`config.mk`:
```
export PLATFORM = sky130hd
export DESIGN_NAME = execute_stage
export DESIGN_NICKNAME = d
export VERILOG_FILES = /design/src/rtl/execute_stage_pkg.sv /design/src/rtl/execute_stage_conv_mac.sv /design/src/rtl/execute_stage.sv
export SDC_FILE = /design/constraint.sdc
export NUM_CORES = 2
export LEC_CHECK = 0
export ABC_AREA = 1
export BUFFER_PORTS_ARGS = -buffer_cell sky130_fd_sc_hd__buf_2
export CAP_MARGIN = 40
export CORE_MARGIN = 5
export CORE_UTILIZATION = 55
export CTS_CLUSTER_DIAMETER = 50
export DETAILED_ROUTE_END_ITERATION = 8
export PLACE_DENSITY = 0.79
export REMOVE_ABC_BUFFERS = 1
export SLEW_MARGIN = 5
export SYNTH_ARGS = -nofsm -noshare
export SYNTH_HDL_FRONTEND = slang
export SYNTH_SLANG_ARGS = --single-unit
export TNS_END_PERCENT = 5
```
`constraint.sdc`:
```
create_clock -name clk -period 15.2 [get_ports clk]
set_input_delay 0.76 -clock clk [delete_from_list [all_inputs] [get_ports clk]]
set_output_delay 0.76 -clock clk [all_outputs]
set_load 0.02 [all_outputs]
```
`src/rtl/execute_stage_pkg.sv`:
```
// Shared definitions for the execute stage: widths, ALU and branch codes,
// FSM encodings and the captured-control record used by the conv path.
package execute_stage_pkg;

   localparam int INT32      = 32;
   localparam int INT8       = 8;
   localparam int DEF_LENGTH = 16;
   localparam int DEF_CHUNK  = 4;

   localparam logic [3:0] ALU_PASS = 4'd0;
   localparam logic [3:0] ALU_ADD  = 4'd1;
   localparam logic [3:0] ALU_SUB  = 4'd2;
   localparam logic [3:0] ALU_AND  = 4'd3;
   localparam logic [3:0] ALU_OR   = 4'd4;
   localparam logic [3:0] ALU_XOR  = 4'd5;
   localparam logic [3:0] ALU_SHL  = 4'd6;
   localparam logic [3:0] ALU_SHR  = 4'd7;
   localparam logic [3:0] ALU_VADD = 4'd8;
   localparam logic [3:0] ALU_VSUB = 4'd9;
   localparam logic [3:0] ALU_VMAX = 4'd10;

   localparam logic [1:0] B_NONE   = 2'b00;
   localparam logic [1:0] B_ALWAYS = 2'b01;
   localparam logic [1:0] B_Z      = 2'b10;
   localparam logic [1:0] B_N      = 2'b11;

   localparam logic [1:0] ST_IDLE = 2'd0;
   localparam logic [1:0] ST_CONV = 2'd1;
   localparam logic [1:0] ST_DONE = 2'd2;

   typedef struct packed {
      logic [4:0] opcode;
      logic [4:0] rd;
      logic [2:0] strd;
      logic       ldr;
      logic [1:0] wb;
      logic       mem_rw;
      logic       mem_v;
      logic       setcc;
   } ctrl_t;

   function automatic logic [INT8-1:0] vmax8(input logic signed [INT8-1:0] a,
                                             input logic signed [INT8-1:0] b);
      return (a > b) ? a : b;
   endfunction

endpackage

```
`src/rtl/execute_stage_conv_mac.sv`:
```
// Combinational signed int8 multiply-sum over CHUNK lanes, sign-extended to XLEN.
module conv_mac_chunk
   import execute_stage_pkg::*;
#(
   parameter int XLEN  = INT32,
   parameter int CHUNK = DEF_CHUNK
) (
   input  logic [CHUNK*INT8-1:0]  a_i,
   input  logic [CHUNK*INT8-1:0]  b_i,
   output logic signed [XLEN-1:0] sum_o
);

   logic signed [XLEN-1:0] prod_ext [CHUNK];

   for (genvar g = 0; g < CHUNK; g++) begin : g_lane
      logic signed [2*INT8-1:0] prod;
      // 16-bit product never overflows: worst case is (-128)*(-128) = 16384
      assign prod        = $signed(a_i[g*INT8 +: INT8]) * $signed(b_i[g*INT8 +: INT8]);
      assign prod_ext[g] = XLEN'(prod);
   end

   always_comb begin
      sum_o = '0;
      for (int i = 0; i < CHUNK; i++) begin
         sum_o = sum_o + prod_ext[i];
      end
   end

endmodule

```
`src/rtl/execute_stage.sv`:
```
// Execute stage: scalar ALU, lane-wise int8 vector ops, multi-cycle int8 dot
// product, branch resolution against the NZ flags, registered Execute->Memory outputs.
module execute_stage
   import execute_stage_pkg::*;
#(
   parameter int XLEN   = INT32,
   parameter int LENGTH = DEF_LENGTH,
   parameter int CHUNK  = DEF_CHUNK
) (
   input  logic                   clk,
   input  logic                   reset,
   input  logic [XLEN-1:0]        PC,
   input  logic [4:0]             opcode,
   input  logic [4:0]             rD,
   input  logic [XLEN-1:0]        rA_data,
   input  logic [XLEN-1:0]        rB_data,
   input  logic [LENGTH*INT8-1:0] vA_data,
   input  logic [LENGTH*INT8-1:0] vB_data,
   input  logic [2:0]             strd,
   input  logic                   ldr,
   input  logic [1:0]             b,
   input  logic [1:0]             wb,
   input  logic [3:0]             alu,
   input  logic                   setcc,
   input  logic                   mem_rw,
   input  logic                   mem_v,
   input  logic                   conv_en,
   output logic [XLEN-1:0]        out_PC,
   output logic [4:0]             out_opcode,
   output logic [4:0]             out_rD,
   output logic [2:0]             out_strd,
   output logic                   out_ldr,
   output logic [1:0]             out_wb,
   output logic                   out_mem_rw,
   output logic                   out_mem_v,
   output logic [XLEN-1:0]        out_result,
   output logic [LENGTH*INT8-1:0] out_vresult,
   output logic [XLEN-1:0]        out_store_data,
   output logic                   b_taken,
   output logic [XLEN-1:0]        b_target,
   output logic                   stall,
   output logic [1:0]             flags
);

   localparam int NCHUNK = LENGTH / CHUNK;
   localparam int CW     = (NCHUNK > 1) ? $clog2(NCHUNK) : 1;
   localparam int CB     = CHUNK * INT8;
   localparam logic [CW-1:0] CHUNK_LAST = CW'(NCHUNK - 1);

   logic [1:0]             state_q, state_d;
   logic [CW-1:0]          chunk_q, chunk_d;
   logic signed [XLEN-1:0] acc_q, acc_d;
   logic [1:0]             flags_q, flags_d;

   logic [XLEN-1:0]        out_pc_q, out_pc_d;
   logic [4:0]             out_opcode_q, out_opcode_d;
   logic [4:0]             out_rd_q, out_rd_d;
   logic [2:0]             out_strd_q, out_strd_d;
   logic                   out_ldr_q, out_ldr_d;
   logic [1:0]             out_wb_q, out_wb_d;
   logic                   out_mem_rw_q, out_mem_rw_d;
   logic                   out_mem_v_q, out_mem_v_d;
   logic [XLEN-1:0]        out_result_q, out_result_d;
   logic [LENGTH*INT8-1:0] out_vresult_q, out_vresult_d;
   logic [XLEN-1:0]        out_store_q, out_store_d;

   // Conv operands captured at acceptance; upstream contents are ignored until IDLE
   logic [LENGTH*INT8-1:0] va_q, vb_q;
   logic [XLEN-1:0]        pc_q;
   ctrl_t                  ctrl_q, ctrl_in;

   logic [XLEN-1:0]        scalar_res;
   logic [LENGTH*INT8-1:0] vec_res;
   logic                   b_cond;
   int                     chunk_base;
   logic [CB-1:0]          mac_a, mac_b;
   logic signed [XLEN-1:0] mac_sum;

   assign ctrl_in = '{opcode: opcode, rd: rD, strd: strd, ldr: ldr, wb: wb,
                      mem_rw: mem_rw, mem_v: mem_v, setcc: setcc};

   always_comb begin : alu_comb
      logic signed [INT8-1:0] la;
      logic signed [INT8-1:0] lb;
      scalar_res = '0;
      vec_res    = '0;
      la         = '0;
      lb         = '0;
      case (alu)
         ALU_PASS: scalar_res = rB_data;
         ALU_ADD:  scalar_res = rA_data + rB_data;
         ALU_SUB:  scalar_res = rA_data - rB_data;
         ALU_AND:  scalar_res = rA_data & rB_data;
         ALU_OR:   scalar_res = rA_data | rB_data;
         ALU_XOR:  scalar_res = rA_data ^ rB_data;
         ALU_SHL:  scalar_res = rA_data << rB_data[4:0];
         ALU_SHR:  scalar_res = rA_data >> rB_data[4:0];
         default:  scalar_res = '0;
      endcase
      for (int i = 0; i < LENGTH; i++) begin
         la = vA_data[i*INT8 +: INT8];
         lb = vB_data[i*INT8 +: INT8];
         case (alu)
            ALU_VADD: vec_res[i*INT8 +: INT8] = la + lb;
            ALU_VSUB: vec_res[i*INT8 +: INT8] = la - lb;
            ALU_VMAX: vec_res[i*INT8 +: INT8] = vmax8(la, lb);
            default:  ;
         endcase
      end
   end

   always_comb begin
      case (b)
         B_ALWAYS: b_cond = 1'b1;
         B_Z:      b_cond = flags_q[0];
         B_N:      b_cond = flags_q[1];
         default:  b_cond = 1'b0;
      endcase
   end

   // Conv has priority over a branch decoded on the same instruction
   assign b_taken  = reset & (state_q == ST_IDLE) & ~conv_en & b_cond;
   assign b_target = PC + rB_data;
   assign stall    = reset & ((state_q != ST_IDLE) | conv_en);

   assign chunk_base = int'(chunk_q) * CB;
   assign mac_a      = va_q[chunk_base +: CB];
   assign mac_b      = vb_q[chunk_base +: CB];

   conv_mac_chunk #(
      .XLEN  (XLEN),
      .CHUNK (CHUNK)
   ) u_mac (
      .a_i   (mac_a),
      .b_i   (mac_b),
      .sum_o (mac_sum)
   );

   always_comb begin
      state_d       = state_q;
      chunk_d       = chunk_q;
      acc_d         = acc_q;
      flags_d       = flags_q;
      out_pc_d      = '0;
      out_opcode_d  = '0;
      out_rd_d      = '0;
      out_strd_d    = '0;
      out_ldr_d     = 1'b0;
      out_wb_d      = '0;
      out_mem_rw_d  = 1'b0;
      out_mem_v_d   = 1'b0;
      out_result_d  = '0;
      out_vresult_d = '0;
      out_store_d   = '0;
      case (state_q)
         ST_IDLE: begin
            if (conv_en) begin
               state_d = ST_CONV;
               chunk_d = '0;
               acc_d   = '0;
            end else begin
               out_pc_d      = PC;
               out_opcode_d  = opcode;
               out_rd_d      = rD;
               out_strd_d    = strd;
               out_ldr_d     = ldr;
               out_wb_d      = wb;
               out_mem_rw_d  = mem_rw;
               out_mem_v_d   = mem_v;
               out_result_d  = scalar_res;
               out_vresult_d = vec_res;
               out_store_d   = rB_data;
               if (setcc) begin
                  flags_d = {scalar_res[XLEN-1], scalar_res == '0};
               end
            end
         end
         ST_CONV: begin
            acc_d   = acc_q + mac_sum;
            chunk_d = chunk_q + CW'(1);
            if (chunk_q == CHUNK_LAST) begin
               state_d = ST_DONE;
               chunk_d = '0;
            end
         end
         ST_DONE: begin
            state_d      = ST_IDLE;
            out_pc_d     = pc_q;
            out_opcode_d = ctrl_q.opcode;
            out_rd_d     = ctrl_q.rd;
            out_strd_d   = ctrl_q.strd;
            out_ldr_d    = ctrl_q.ldr;
            out_wb_d     = ctrl_q.wb;
            out_mem_rw_d = ctrl_q.mem_rw;
            out_mem_v_d  = ctrl_q.mem_v;
            out_result_d = acc_q;
            if (ctrl_q.setcc) begin
               flags_d = {acc_q[XLEN-1], acc_q == '0};
            end
         end
         default: state_d = ST_IDLE;
      endcase
   end

   always_ff @(posedge clk or negedge reset) begin
      if (!reset) begin
         state_q       <= ST_IDLE;
         chunk_q       <= '0;
         acc_q         <= '0;
         flags_q       <= '0;
         out_pc_q      <= '0;
         out_opcode_q  <= '0;
         out_rd_q      <= '0;
         out_strd_q    <= '0;
         out_ldr_q     <= 1'b0;
         out_wb_q      <= '0;
         out_mem_rw_q  <= 1'b0;
         out_mem_v_q   <= 1'b0;
         out_result_q  <= '0;
         out_vresult_q <= '0;
         out_store_q   <= '0;
      end else begin
         state_q       <= state_d;
         chunk_q       <= chunk_d;
         acc_q         <= acc_d;
         flags_q       <= flags_d;
         out_pc_q      <= out_pc_d;
         out_opcode_q  <= out_opcode_d;
         out_rd_q      <= out_rd_d;
         out_strd_q    <= out_strd_d;
         out_ldr_q     <= out_ldr_d;
         out_wb_q      <= out_wb_d;
         out_mem_rw_q  <= out_mem_rw_d;
         out_mem_v_q   <= out_mem_v_d;
         out_result_q  <= out_result_d;
         out_vresult_q <= out_vresult_d;
         out_store_q   <= out_store_d;
      end
   end

   always_ff @(posedge clk) begin
      if (state_q == ST_IDLE && conv_en) begin
         va_q   <= vA_data;
         vb_q   <= vB_data;
         pc_q   <= PC;
         ctrl_q <= ctrl_in;
      end
   end

   assign out_PC         = out_pc_q;
   assign out_opcode     = out_opcode_q;
   assign out_rD         = out_rd_q;
   assign out_strd       = out_strd_q;
   assign out_ldr        = out_ldr_q;
   assign out_wb         = out_wb_q;
   assign out_mem_rw     = out_mem_rw_q;
   assign out_mem_v      = out_mem_v_q;
   assign out_result     = out_result_q;
   assign out_vresult    = out_vresult_q;
   assign out_store_data = out_store_q;
   assign flags          = flags_q;

endmodule

```
==> impl_results.md <==
- Status: finished clean
- Initial DRC Count: 5195
- Core box area: 103000 µm²
- Worst skew pair latency: 680 ps
- Port buffer count: 657
- RSZ-0062 raised after global routing: no
- Num ports: 658
- Post-Syn Area: 56800 µm²
- Fin crit share: 0.840
- MaxCap Viol Count: 0
- Count of different cell masters after synthesis: 56
- Seq/Total Area, Yosys: 0.286
- Final Worst Setup Slack: 2440 ps
- DP Worst Slack: 2590 ps
- Die area: 110000 µm²
- CP most frequent cell: inv_1
- Min-Delay Path Class: in2async
- Global route overflow: 0
- Slowest stage cell, crit path: inv_4
- CP required: 15740 ps
- CTS tree: built
- Share of cells above drive strength 1: 0.123
- Number of flops mapped to enable cells by yosys: 307
- Total CTS buffers: 82
- Vias per inst: 5.82
- H-Tree Depth: 3
- Sink Count: 587
- Final Max Tran Viols: 0
- Initial antenna violation count: 41
- Worst Path Max Fanout: 82
- Post-CTS Resized: 0
- Final Skew: 26.1 ps
- Mapped Avg Cell Area: 7.98 µm²
- Clock transition at path regs: 60 ps
- Reg2Reg Depth: 47
- Crit path DAT: 13300 ps
- Wire per inst: 22.4 µm
- Site Rows: 118
- Worst-margin pin slew: 981 ps
- DR DRC count: 0
- Synth Flop Type: edfxtp_1
- Largest stage delay, worst path: 640 ps
- Cts hold-fix bufs: 0
- Finish-stage setup viols: 0
- Gate Count Post-Synth: 7120
- GPL Wtd Cong: 1.03
- FF+latch count, synth: 587
- Startpoint Class: flip-flop
- Final nets: 9027
- Worst slew margin: 0.346
- Layout area overhead: 13.7%
- R2R Path Start: chunk_q[0]$_DFFE_PN0P_
- Crit Reg-Reg Endpoint: acc_q[29]$_DFFE_PN0P_
- Flop-to-flop setup slack: 2440 ps
- Die Span X: 331 µm
- GRT Overall Usage: 0.364
- Kind of critical path: reg2reg
- Vias in the first global route: 52427
- Initial Util: 0.551
- Via count: 53336
- DRT Pass-1 Iters: 7
- Post-synthesis async set-or-reset flop share: 0.477
- Clock Tree Root: clkbuf_16
- Hold Fails Final Rpt: 0
- Detail Route Antenna Nets: 0
- Yosys warnings: 0
- Post-CTS setup buffers: 0
- Largest net degree at the start of global routing: 90
- Setup crit end kind: flip-flop
- Post-detailed-routing wire length: 206000 µm
- Period minus WS final: 12760 ps
- Dpl hpwl: 163000 µm
- First-pass GRT wire length: 311000 µm
- Fin util: 0.627
- Clk buf depth: 3
- DIE HEIGHT: 331 µm
- F_max: 78.4 MHz
==> logic make-up after synthesis <==
logic type / synth area share
compound gates: 0.139
xor+xnor: 0.0183
fa+ha+maj: 0.266
buf+inv: 0.0957
flops: 0.286
simple gates: 0.194
==> layout by cell type (no fill, tap or decap), types with 10 or more instances in the layout <==
| master | netlist | layout |
|---|---|---|
| nor2_4 | 6 | 13 |
| or2_2 | 15 | 15 |
| nand4_1 | 62 | 62 |
| o211ai_1 | 10 | 10 |
| o221ai_1 | 17 | 17 |
| xnor2_1 | 44 | 44 |
| a22o_1 | 54 | 54 |
| a21oi_1 | 571 | 571 |
| edfxtp_1 | 307 | 307 |
| nand3_1 | 450 | 449 |
| ha_1 | 519 | 519 |
| o21bai_1 | 54 | 54 |
| nand2_1 | 1291 | 1291 |
| o31ai_1 | 16 | 16 |
| nand2_2 | 23 | 23 |
| o21ai_0 | 409 | 409 |
| fa_1 | 432 | 432 |
| o21ai_1 | 32 | 32 |
| nor2_1 | 729 | 723 |
| inv_2 | 15 | 12 |
| nor3_1 | 61 | 61 |
| inv_6 | 0 | 13 |
| buf_4 | 7 | 55 |
| diode_2 | 0 | 28 |
| xor2_1 | 75 | 75 |
| dfrtp_1 | 280 | 279 |
| clkbuf_16 | 0 | 84 |
| a32oi_1 | 62 | 62 |
| a31oi_1 | 81 | 81 |
| inv_1 | 1157 | 1155 |
| buf_2 | 43 | 656 |
| o22ai_1 | 43 | 43 |
| inv_8 | 0 | 11 |
| a211oi_1 | 11 | 11 |
==> critical path, delay by kind of cell (launching register included) <==
| family | cells | cell delay, ps |
|---|---|---|
| AOI/OAI and AO/OA | 7 | 1430 |
| adders and majority gates | 12 | 5710 |
| buffers and inverters | 13 | 2090 |
| DFF | 1 | 630 |
| and+or+nand+nor | 15 | 2700 |
==> final cells by class <==
cell class | instances | area (µm²)
repair buffers | 726 | 4050
diodes | 28 | 70.1
well taps | 1380 | 1730
inverters | 1176 | 4430
clock inverters | 57 | 711
flip-flops and latches | 587 | 16200
clock buffers | 93 | 2170
multi-input cells | 5123 | 35200
fillers | 8939 | 38500
==> sequential cells by signal, summed over array words and instances (netlist names), 3 cells and up <==
register	cells
out_vresult	128
va_q	128
vb_q	128
acc_q	32
out_PC	32
out_result	32
out_store_data	32
pc_q	32
ctrl_q	19
out_opcode	5
out_rD	5
out_strd	3
==> Yosys cell counts, types with 10 or more instances <==
library cell,count,area [µm²]
a31oi_1,81,507
a211oi_1,11,82.6
dfrtp_1,280,7010
nand2_1,1291,4850
o21ai_1,32,160
a21oi_1,571,2860
inv_1,1157,4340
o21bai_1,54,405
inv_2,15,56.3
o31ai_1,16,120
nor3_1,61,305
buf_2,43,215
o22ai_1,43,269
or2_2,15,93.8
nand4_1,62,388
o21ai_0,409,2050
clkbuf_1,154,578
a22o_1,54,473
buf_1,22,82.6
nand3_1,450,2250
fa_1,432,8650
o221ai_1,17,149
nand2_2,23,144
xnor2_1,44,385
nor2_1,729,2740
xor2_1,75,657
edfxtp_1,307,9220
a32oi_1,62,543
o211ai_1,10,75.1
ha_1,519,6490
==> layer usage <==
| metal | global-route usage | vias up | wire, µm |
|---|---|---|---|
| met4 | 0.167 | 20 | 10900 |
| met2 | 0.599 | 2737 | 96000 |
| met5 | 0 | - | 125 |
| li1 | - | 24527 | - |
| met1 | 0.468 | 25463 | 80000 |
| met3 | 0.0702 | 589 | 18700 |
==> worst max path at each step <==
stage / start / cells past startpoint / end / slack (ps)
finish: chunk_q[0]$_DFFE_PN0P_ / 47 / acc_q[29]$_DFFE_PN0P_ / 2440
global route: chunk_q[0]$_DFFE_PN0P_ / 47 / acc_q[29]$_DFFE_PN0P_ / 1640
CTS: chunk_q[0]$_DFFE_PN0P_ / 47 / acc_q[29]$_DFFE_PN0P_ / 2560
detailed placement: chunk_q[0]$_DFFE_PN0P_ / 47 / acc_q[29]$_DFFE_PN0P_ / 2590
global placement: chunk_q[0]$_DFFE_PN0P_ / 47 / acc_q[29]$_DFFE_PN0P_ / 2900
floorplan: conv_en / 5 / chunk_q[1]$_DFFE_PN0P_ / -380
==> metrics by stage <==
stage | cells | hold slack (ps) | instance area (µm²) | setup TNS (ps)
global placement | 8961 | 445 | 61200 | 0
floorplan | 6886 | 430 | 55800 | -11210
finish | 9170 | 55.9 | 64600 | 0
detailed placement | 8992 | 460 | 61700 | 0
CTS | 9142 | 77.3 | 64500 | 0
global route | 9156 | 134 | 64600 | 0
Power is not shown: default switching activity piles up to over one toggle a cycle in this logic, so the estimate is an artifact.
